<file path="config.mk">
export PLATFORM = sky130hd
export DESIGN_NAME = axi_dw_upsizer_w_packer
export DESIGN_NICKNAME = d
export VERILOG_FILES = /design/src/rtl/axi_dw_upsizer_w_packer_pkg.sv /design/src/rtl/axi_dw_lane_merge.sv /design/src/rtl/axi_dw_upsizer_w_packer.sv
export SDC_FILE = /design/constraint.sdc
export NUM_CORES = 1
export LEC_CHECK = 0
export BUFFER_PORTS_ARGS = -buffer_cell sky130_fd_sc_hd__buf_4
export CORE_UTILIZATION = 35
export CTS_CLUSTER_DIAMETER = 50
export DETAILED_ROUTE_END_ITERATION = 10
export HOLD_SLACK_MARGIN = 0.1
export PLACE_DENSITY = 0.6
export SLEW_MARGIN = 20
export SYNTH_ARGS = -nofsm -noshare
export SYNTH_HDL_FRONTEND = slang
export SYNTH_SLANG_ARGS = --single-unit
</file>
<file path="constraint.sdc">
create_clock -name clk_i -period 10.15 [get_ports clk_i]
set_clock_uncertainty 0.05 [all_clocks]
set_input_delay 1.015 -clock clk_i [delete_from_list [all_inputs] [get_ports clk_i]]
set_output_delay 1.015 -clock clk_i [all_outputs]
set_load 0.1 [all_outputs]
</file>
<file path="src/rtl/axi_dw_upsizer_w_packer_pkg.sv">
// Shared AXI burst types, default W channel structs and address helpers
// for the W-channel data-width upsizer.
package axi_dw_upsizer_w_packer_pkg;

  typedef enum logic [1:0] {
    BURST_FIXED = 2'b00,
    BURST_INCR  = 2'b01,
    BURST_WRAP  = 2'b10
  } axi_burst_e;

  typedef enum logic {
    ST_IDLE,
    ST_BURST
  } pack_state_e;

  localparam int unsigned AddrW     = 16;
  localparam int unsigned UserWidth = 1;

  typedef logic [AddrW-1:0] addr_t;

  typedef struct packed {
    logic [31:0]          data;
    logic [3:0]           strb;
    logic                 last;
    logic [UserWidth-1:0] user;
  } narrow_w_t;

  typedef struct packed {
    logic [255:0]         data;
    logic [31:0]          strb;
    logic                 last;
    logic [UserWidth-1:0] user;
  } wide_w_t;

  function automatic addr_t size_bytes(input logic [2:0] size);
    return addr_t'(1) << size;
  endfunction

  function automatic addr_t aligned_addr(input addr_t addr, input logic [2:0] size);
    return addr & ~(size_bytes(size) - addr_t'(1));
  endfunction

  function automatic addr_t wrap_boundary(input addr_t addr, input logic [2:0] size,
                                          input logic [7:0] len);
    addr_t win;
    win = (addr_t'(len) + addr_t'(1)) << size;
    return addr & ~(win - addr_t'(1));
  endfunction

  // Next beat address of a WRAP burst; falls back to the window start on overflow.
  function automatic addr_t wrap_offset(input addr_t addr, input logic [2:0] size,
                                        input logic [7:0] len);
    addr_t win;
    addr_t bnd;
    addr_t nxt;
    win = (addr_t'(len) + addr_t'(1)) << size;
    bnd = wrap_boundary(addr, size, len);
    nxt = aligned_addr(addr, size) + size_bytes(size);
    if (nxt >= bnd + win) nxt = bnd;
    return nxt;
  endfunction

endpackage

</file>
<file path="src/rtl/axi_dw_lane_merge.sv">
// Steers one narrow W beat onto the wide byte lanes addressed by offset/size,
// masking strobes outside the transfer window and zeroing unstrobed bytes.
module axi_dw_lane_merge
  import axi_dw_upsizer_w_packer_pkg::*;
#(
  parameter int unsigned SlvDataWidth = 32,
  parameter int unsigned MstDataWidth = 256,
  localparam int unsigned SlvBytes = SlvDataWidth / 8,
  localparam int unsigned MstBytes = MstDataWidth / 8,
  localparam int unsigned OffW     = $clog2(MstBytes)
) (
  input  logic [OffW-1:0]         offset,
  input  logic [2:0]              size,
  input  logic [SlvDataWidth-1:0] slv_data,
  input  logic [SlvBytes-1:0]     slv_strb,
  output logic [MstDataWidth-1:0] mst_data,
  output logic [MstBytes-1:0]     mst_strb
);

  addr_t win_end;

  assign win_end = aligned_addr(addr_t'(offset), size) + size_bytes(size);

  // Wide lane i always pairs with narrow lane i mod SlvBytes (same address bits).
  always_comb begin
    mst_strb = '0;
    mst_data = '0;
    for (int i = 0; i < MstBytes; i++) begin
      mst_strb[i] = (addr_t'(i) >= addr_t'(offset)) && (addr_t'(i) < win_end)
                    && slv_strb[i % SlvBytes];
      mst_data[8*i +: 8] = mst_strb[i] ? slv_data[8*(i % SlvBytes) +: 8] : 8'h00;
    end
  end

endmodule

</file>
<file path="src/rtl/axi_dw_upsizer_w_packer.sv">
// W-channel packer: merges narrow W beats of one burst into wide W beats,
// packing INCR+modifiable bursts and passing others through one beat per beat.
module axi_dw_upsizer_w_packer
  import axi_dw_upsizer_w_packer_pkg::*;
#(
  parameter int unsigned SlvDataWidth = 32,
  parameter int unsigned MstDataWidth = 256,
  parameter type slv_w_chan_t = narrow_w_t,
  parameter type mst_w_chan_t = wide_w_t,
  localparam int unsigned MstBytes = MstDataWidth / 8,
  localparam int unsigned OffW     = $clog2(MstBytes)
) (
  input  logic            clk_i,
  input  logic            rst_ni,
  input  logic            cmd_valid_i,
  output logic            cmd_ready_o,
  input  logic [OffW-1:0] cmd_offset_i,
  input  logic [2:0]      cmd_size_i,
  input  logic [7:0]      cmd_len_i,
  input  logic [1:0]      cmd_burst_i,
  input  logic            cmd_modif_i,
  input  slv_w_chan_t     slv_w_i,
  input  logic            slv_w_valid_i,
  output logic            slv_w_ready_o,
  output mst_w_chan_t     mst_w_o,
  output logic            mst_w_valid_o,
  input  logic            mst_w_ready_i,
  output logic            err_o
);

  pack_state_e state_q, state_d;

  logic [OffW-1:0]         offset_q, next_offset;
  logic [2:0]              size_q;
  logic [7:0]              len_q;
  axi_burst_e              burst_q;
  logic [8:0]              remaining_q;
  logic                    pack_q;
  logic [MstDataWidth-1:0] buf_data_q, out_data_q, lane_data;
  logic [MstBytes-1:0]     buf_strb_q, out_strb_q, lane_strb;
  logic [UserWidth-1:0]    out_user_q;
  logic                    out_last_q, out_valid_q, err_q;
  logic                    cmd_fire, beat_fire, last_beat, emit;

  axi_dw_lane_merge #(
    .SlvDataWidth (SlvDataWidth),
    .MstDataWidth (MstDataWidth)
  ) i_lane_merge (
    .offset   (offset_q),
    .size     (size_q),
    .slv_data (slv_w_i.data),
    .slv_strb (slv_w_i.strb),
    .mst_data (lane_data),
    .mst_strb (lane_strb)
  );

  assign cmd_fire  = cmd_valid_i && cmd_ready_o;
  assign beat_fire = slv_w_valid_i && slv_w_ready_o;
  assign last_beat = (remaining_q == 9'd1);
  assign emit      = beat_fire && (last_beat || !pack_q || next_offset == '0);

  always_comb begin
    case (burst_q)
      BURST_FIXED: next_offset = offset_q;
      BURST_WRAP:  next_offset = OffW'(wrap_offset(addr_t'(offset_q), size_q, len_q));
      default:     next_offset = OffW'(aligned_addr(addr_t'(offset_q), size_q)
                                       + size_bytes(size_q));
    endcase
  end

  always_ff @(posedge clk_i) begin
    if (!rst_ni) state_q <= ST_IDLE;
    else         state_q <= state_d;
  end

  always_comb begin
    state_d = state_q;
    case (state_q)
      ST_IDLE:  if (cmd_fire) state_d = ST_BURST;
      ST_BURST: if (beat_fire && last_beat) state_d = ST_IDLE;
      default:  state_d = ST_IDLE;
    endcase
  end

  // The output slot must be free (or leaving) before a beat may be merged.
  always_comb begin
    cmd_ready_o   = rst_ni && (state_q == ST_IDLE);
    slv_w_ready_o = rst_ni && (state_q == ST_BURST) && (!out_valid_q || mst_w_ready_i);
  end

  always_ff @(posedge clk_i) begin
    if (!rst_ni) begin
      offset_q    <= '0;
      size_q      <= '0;
      len_q       <= '0;
      burst_q     <= BURST_FIXED;
      remaining_q <= '0;
      pack_q      <= 1'b0;
      buf_data_q  <= '0;
      buf_strb_q  <= '0;
      out_data_q  <= '0;
      out_strb_q  <= '0;
      out_user_q  <= '0;
      out_last_q  <= 1'b0;
      out_valid_q <= 1'b0;
      err_q       <= 1'b0;
    end else begin
      err_q <= beat_fire && (slv_w_i.last != last_beat);
      if (cmd_fire) begin
        offset_q    <= cmd_offset_i;
        size_q      <= cmd_size_i;
        len_q       <= cmd_len_i;
        burst_q     <= axi_burst_e'(cmd_burst_i);
        remaining_q <= 9'(cmd_len_i) + 9'd1;
        pack_q      <= (cmd_burst_i == BURST_INCR) && cmd_modif_i;
      end
      if (beat_fire) begin
        offset_q    <= next_offset;
        remaining_q <= remaining_q - 9'd1;
        if (emit) begin
          buf_data_q <= '0;
          buf_strb_q <= '0;
        end else begin
          buf_data_q <= buf_data_q | lane_data;
          buf_strb_q <= buf_strb_q | lane_strb;
        end
      end
      if (emit) begin
        out_data_q  <= buf_data_q | lane_data;
        out_strb_q  <= buf_strb_q | lane_strb;
        out_user_q  <= slv_w_i.user;
        out_last_q  <= last_beat;
        out_valid_q <= 1'b1;
      end else if (mst_w_ready_i) begin
        out_valid_q <= 1'b0;
      end
    end
  end

  always_comb begin
    mst_w_o      = '0;
    mst_w_o.data = out_data_q;
    mst_w_o.strb = out_strb_q;
    mst_w_o.last = out_last_q;
    mst_w_o.user = out_user_q;
  end

  assign mst_w_valid_o = out_valid_q;
  assign err_o         = err_q;

endmodule

</file>
; ---- Yosys cells after proc, flatten, opt, wreduce, memory -nomap -nowiden
; Index checks and enable logic that the tools add are counted.
[op_classes]
addsub = 7
n_lt_le_gt_ge = 64
eq_ne = 4
shifts = 2
mux = 45
n_bitwise = 7
reduce_logical = 81
[ops]
columns = operator, n
row1 = $lt A5 B16 Y1 const A, 16
row2 = $mux W256, 1
row3 = $mux W8, 32
row4 = $or A256 B256 Y256, 1
row5 = $lt A4 B16 Y1 const A, 8
row6 = $ge A5 B5 Y1 const A, 15
row7 = $logic_and A1 B1 Y1, 72
row8 = $lt A3 B16 Y1 const A, 4
row9 = $ge A4 B5 Y1 const A, 8
row10 = $add A16 B16 Y16, 2
row11 = $and A5 B16 Y16, 2
row12 = $lt A1 B16 Y1 const A, 2
row13 = $lt A2 B16 Y1 const A, 2
row14 = $mux W32, 1
row15 = $not A16 Y16, 2
row16 = $or A32 B32 Y32, 1
row17 = $sub A16 B1 Y16 const B, 2
row18 = $ge A3 B5 Y1 const A, 4
row19 = $add A8 B1 Y9 const B, 2
row20 = $mux W9, 2
row21 = $ge A16 B16 Y1, 1
row22 = $shl A1 B3 Y16 const A, 1
row23 = $shl A9 B3 Y16, 1
row24 = $mux W5, 3
row25 = 16 further kinds, 25
[totals]
ff_bits = 609
word_cells = 225

; ---- Depth between registers and ports, before layout
[depth]
word_depth = 13
depth_mapped = 26
mapped_depth_nobuf = 21

; ---- By module
; A second synthesis with hierarchy kept.
[hier_totals]
cells_unflattened = 3277
area_unflattened_um2 = 27572.7
[by_module_without_submodules]
columns = module, instances, cells_per_inst, area_per_inst_um2, seq_area_each_um2
row1 = axi_dw_upsizer_w_packer, 1, 2682, 24220.7, 12191.7
row2 = axi_dw_lane_merge, 1, 595, 3352.0, 0.0

; ---- Worst setup path before layout
; No wires, ideal clock.
[synth_timing]
kind = register -> register
from = reg size_q[0]
to = reg out_data_q[100]
setup_time_ns = 0.072
t_arrival_ns = 4.925
slack_ns = 5.103
stages_incl_launch_ff = 27
n_path_buf = 7
cell_sequence = dfxtp_1 -> buf_2 -> buf_2 -> buf_2 -> nand2_1 -> ha_1 -> and2_1 -> inv_1 -> fa_1 -> a21boi_0 -> o22ai_1 -> a21oi_1 -> or3_1 -> nor2_1 -> o21a_1 -> ha_1 -> a2111oi_0 -> nand2_1 -> o22ai_1 -> nand4b_1 -> or2_1 -> buf_4 -> o21a_1 -> buf_6 -> buf_6 -> buf_6 -> mux2i_1
[synth_via]
elab_chain_len = 11
elab_cells_between_ends = 21
[synth_lines]
columns = element, line_no
row1 = "start, declared", axi_dw_upsizer_w_packer.sv:34  ; logic [2:0] size_q;
row2 = "start signal, assigned", axi_dw_upsizer_w_packer.sv:111  ; size_q <= cmd_size_i;
row3 = $shl A9 B3 Y16 / $shl A1 B3 Y16 (equally long branches), "axi_dw_upsizer_w_packer_pkg.sv:46, axi_dw_upsizer_w_packer_pkg.sv:56, axi_dw_upsizer_w_packer_pkg.sv:36"
row4 = $sub A16 B1 Y16 (on tied branches), "axi_dw_upsizer_w_packer_pkg.sv:47, axi_dw_upsizer_w_packer_pkg.sv:40"
row5 = $not A16 Y16 (on tied branches), "axi_dw_upsizer_w_packer_pkg.sv:47, axi_dw_upsizer_w_packer_pkg.sv:40"
row6 = $and A5 B16 Y16 (on tied branches), "axi_dw_upsizer_w_packer_pkg.sv:47, axi_dw_upsizer_w_packer_pkg.sv:40"
row7 = $add A16 B16 Y16 (on tied branches), "axi_dw_upsizer_w_packer_pkg.sv:59, axi_dw_upsizer_w_packer_pkg.sv:58, axi_dw_lane_merge.sv:22"
row8 = $ge A16 B16 Y1, axi_dw_upsizer_w_packer_pkg.sv:59  ; if (nxt >= bnd + win) nxt = bnd;
row9 = $mux W5, axi_dw_upsizer_w_packer_pkg.sv:59
row10 = $pmux W5 S2, axi_dw_upsizer_w_packer.sv:63  ; case (burst_q)
row11 = $logic_not A5 Y1, axi_dw_upsizer_w_packer.sv:60  ; assign emit = beat_fire && (last_beat || !pack_q || next_offset == '0);
row12 = $logic_or A1 B1 Y1, axi_dw_upsizer_w_packer.sv:60
row13 = $logic_and A1 B1 Y1, axi_dw_upsizer_w_packer.sv:60
row14 = "end signal, assigned", axi_dw_upsizer_w_packer.sv:129  ; out_data_q <= buf_data_q | lane_data;
row15 = "end, declared", axi_dw_upsizer_w_packer.sv:39  ; logic [MstDataWidth-1:0] buf_data_q, out_data_q, lane_data;
; Several ways; a longest one is shown, not always the timed one.
; A chain may end at the register's enable or synchronous reset.

; ---- Final worst setup path
[layout_timing]
from = reg len_q[0]
to = reg out_data_q[185]
[layout_via]
elab_chain_len = 12
[layout_lines]
columns = element, line_no
row1 = "start, declared", axi_dw_upsizer_w_packer.sv:35  ; logic [7:0] len_q;
row2 = "start signal, assigned", axi_dw_upsizer_w_packer.sv:112  ; len_q <= cmd_len_i;
row3 = $add A8 B1 Y9 (*), "axi_dw_upsizer_w_packer_pkg.sv:46, axi_dw_upsizer_w_packer_pkg.sv:56"
row4 = $shl A9 B3 Y16 (*), "axi_dw_upsizer_w_packer_pkg.sv:46, axi_dw_upsizer_w_packer_pkg.sv:56"
row5 = $sub A16 B1 Y16, axi_dw_upsizer_w_packer_pkg.sv:47  ; return addr & ~(win - addr_t'(1));
row6 = $not A16 Y16, axi_dw_upsizer_w_packer_pkg.sv:47
row7 = $and A5 B16 Y16, axi_dw_upsizer_w_packer_pkg.sv:47
row8 = $add A16 B16 Y16, axi_dw_upsizer_w_packer_pkg.sv:59
row9 = $ge A16 B16 Y1, axi_dw_upsizer_w_packer_pkg.sv:59
row10 = $mux W5 (*), axi_dw_upsizer_w_packer_pkg.sv:59
row11 = $pmux W5 S2 (*), axi_dw_upsizer_w_packer.sv:63
row12 = $logic_not A5 Y1 (*), axi_dw_upsizer_w_packer.sv:60
row13 = $logic_or A1 B1 Y1 (*), axi_dw_upsizer_w_packer.sv:60
row14 = $logic_and A1 B1 Y1 (*), axi_dw_upsizer_w_packer.sv:60
; Every way passes the cells marked *; elsewhere a longest branch is shown, timed or not.

==> impl_metrics.env <==
export IMPL_status="completed"
export IMPL_synthTopCellsByArea="dfxtp_1, mux2i_1, a31oi_1"
export IMPL_layout_nets=3150
export IMPL_synth_simple_area_share_pct=14.1
export IMPL_synth_edf_count=0
export IMPL_std_cell_rows=98
export IMPL_grt_max_degree=212
export IMPL_end_kind="register"
export IMPL_grt_overflow_total=0
export IMPL_track_usage_pct=20.0
export IMPL_rsz0062_at_grt="false"
export IMPL_layout_drive_gt1_share_pct=17.8
export IMPL_antenna_left=0
export IMPL_maxCapViolCount=0
export IMPL_worstSetupPathType="register to register"
export IMPL_totalWireLength_um=76600
export IMPL_die_h_um=271
export IMPL_synth_compound_area_share_pct=18.9
export IMPL_numCtsBuffers=75
export IMPL_syn_area_sq_um=25400
export IMPL_crit_buf_inv=2
export IMPL_cp_slowest_cell="o21a_4"
export IMPL_required_ns=10.64
export IMPL_cts_tree="done"
export IMPL_drt_iter0_drc=1665
export IMPL_vias=21307
export IMPL_utilization_pct=43.2
export IMPL_synth_commonest_cells="dfxtp_1, nand2_1, nor2_1, a21oi_1, mux2i_1"
export IMPL_cpLargestDelayFamily="compound AO/OA/AOI/OAI gates"
export IMPL_finalMaxSlewViolations=0
export IMPL_die_area_sq_um=73600
export IMPL_min_delay_path_class="register to register"
export IMPL_grt_pass1_wl_um=118000
export IMPL_dp_hpwl_um=47600
export IMPL_crit_chain="ha_1 > nand2b_1 > nand2_1 > nand2_1 > ha_1 > inv_1 > a2111oi_0 > a21o_1 > a222oi_1 > a211o_1 > o22ai_1 > nor2b_1 > xnor2_1 > ha_1 > a2111oi_0 > nand2_1 > o22ai_1 > nand4b_1 > or2_1 > o21a_4 > buf_4 > mux2i_1"
export IMPL_post_route_period_util_pct=69.4
export IMPL_yosysSeqAreaShare_pct=48.0
export IMPL_cellPowerDensity_nw_per_um2=198
export IMPL_synth_xor_area_share_pct=0.616
export IMPL_io_pins=356
export IMPL_antenna_found_initial=4
export IMPL_synth_top_area_cell="dfxtp_1"
export IMPL_wl_per_cell_um=18.8
export IMPL_gp_congestion=0.903
export IMPL_synth_warnings=0
export IMPL_clkSinkCount=609
export IMPL_crit_path_start_kind="register"
export IMPL_dieWidth_um=271
export IMPL_critPathMaxStageDelay_ns=0.79
export IMPL_clockBufferDepth=3
export IMPL_arrival_ns=7.54
export IMPL_cts_resized=0
export IMPL_core_area_sq_um=71600
export IMPL_synthMuxAreaShare_pct=11.8
export IMPL_synthesis_nets=2964
export IMPL_clk_latency_ns=0.62
export IMPL_synth_top_family_by_area="compound AO/OA/AOI/OAI gates"
export IMPL_worst_slew_pin_slew_ns=1.12
export IMPL_ys_ff_latch=609
export IMPL_ys_flop_type="dfxtp_1"
export IMPL_synth_top_cell_area_share_pct=48.0
export IMPL_synth_adder_area_share_pct=0.966
export IMPL_h_tree_depth=3
export IMPL_finalSetupTns_ns=0
export IMPL_drc=0
export IMPL_cts_setup_buffers=0
export IMPL_async_reset_ff_share_pct=0
export IMPL_grt_pass1_vias=19592
export IMPL_fmax_mhz=142
export IMPL_relSlewSlack_pct=25.4
export IMPL_leakagePower_uw=0.0133
export IMPL_viasPerCell=5.22
export IMPL_synth_most_common_cell="dfxtp_1"
export IMPL_syn_to_final_growth_pct=21.9
export IMPL_period_needed_ns=7.05
export IMPL_final_hold_viol_count=0
export IMPL_ir_drop_v=0.000118
export IMPL_start_util_pct=35.4
export IMPL_postCtsHoldBufs=0
export IMPL_dr_pass1_iters=5
export IMPL_portBuffers=355
export IMPL_finalSetupViolations=0
export IMPL_cp_max_fo=48
export IMPL_path_clk_slew_ns=0.06
export IMPL_ys_types=87
export IMPL_ctsRootBufferMaster="clkbuf_16"
export IMPL_syn_avg_cell_area_sq_um=8.80
export IMPL_syn_instance_count=2883
-- layer usage --
metal / wire [um] / share of wire (%) / up-vias / track usage, %
met2: 35000 / 46 / 540 / 31.4
met1: 34700 / 45 / 10148 / 26.9
met3: 4650 / 6.1 / 118 / 4.19
met5: 27 / 0.035 / - / 0
met4: 2200 / 2.9 / 4 / 7.42
li1: - / - / 10497 / -
-- placed cells by master, fill, tap and decap left out, types with 6 or more instances in the layout --
master / Yosys / layout
o211ai_1: 15 / 15
xor2_1: 7 / 7
mux2i_1: 296 / 296
inv_6: 0 / 6
o21ai_0: 42 / 42
clkbuf_1: 145 / 15
nor2_1: 360 / 359
xnor2_1: 9 / 8
nand3_1: 29 / 29
clkbuf_16: 0 / 75
and3_1: 11 / 11
a31oi_1: 256 / 256
buf_4: 34 / 380
nor2b_1: 9 / 9
bufinv_16: 0 / 9
a21oi_2: 14 / 10
clkbuf_8: 0 / 9
nand4_1: 6 / 6
nor3_1: 12 / 12
nand2b_1: 14 / 14
and2_1: 13 / 12
inv_1: 27 / 27
a211oi_1: 6 / 6
a21oi_1: 317 / 317
nand2_1: 375 / 375
o21a_1: 11 / 10
a21boi_0: 18 / 18
a22oi_1: 11 / 11
dfxtp_1: 609 / 609
ha_1: 18 / 18
-- through the flow --
stage	worst slack [ns]	instances	area, sq um	total power (uW)	hold slack (ns)
after floorplan	5.10	2883	25400	3150	0.387
after global placement	3.23	3940	28200	3370	0.395
after detailed placement	3.14	3940	28200	3370	0.402
after CTS	3.09	4074	30800	6180	0.412
after global routing	2.50	4077	30900	6360	0.424
final	3.10	4078	30900	6130	0.409
-- state kept, by name, summed over array words and instances, names as in the netlist --
name / cells
offset_q: 5
size_q: 3
remaining_q: 9
pack_q: 1
out_user_q: 1
out_last_q: 1
out_strb_q: 32
len_q: 8
state_q: 1
mst_w_valid_o: 1
burst_q: 2
buf_data_q: 256
out_data_q: 256
err_o: 1
buf_strb_q: 32
-- tightest hold or removal path: cells and delay by family, from the launching register on --
family	cells	cell delay [ns]
multiplexers	1	0.05
AND/OR/NAND/NOR	1	0.05
flip-flops	1	0.31
-- power by group --
group          switching, uW  total [uW]  internal [uW]  leakage (uW)
Clock                   1110        2800           1690       0.00126
Sequential              35.8        2460           2430       0.00491
Combinational            626         860            234       0.00710
-- area by class of cell --
cell class	instances	area, sq um
inverters	28	105
clock inverters	35	563
diodes	2	5.00
repair buffers	387	2990
clock buffers	99	2060
multi-input cells	1968	11800
well taps	950	1190
fillers	7157	40700
flip-flops and latches	609	12200
-- kinds of logic (layout without fill, tap and decap cells) --
| kind of cell | Yosys count | count (layout) |
|---|---|---|
| simple gates | 862 | 862 |
| compound gates | 770 | 770 |
| flops | 609 | 609 |
| buf+inv | 306 | 549 |
| mux | 299 | 299 |
| fa+ha+maj | 19 | 19 |
| xor+xnor | 17 | 17 |
| other cells | 1 | 3 |
-- final timing paths --
path | start | to | slack (ns) | cells past startpoint
setup / recovery | len_q[0] | out_data_q[185] | 3.10 | 22
hold / removal | out_data_q[73] | out_data_q[73] | 0.41 | 2
setup reg to reg | len_q[0] | out_data_q[185] | 3.10 | 22
hold reg to reg | out_data_q[73] | out_data_q[73] | 0.41 | 2
Note: power is estimated with default switching activity, not from simulation.
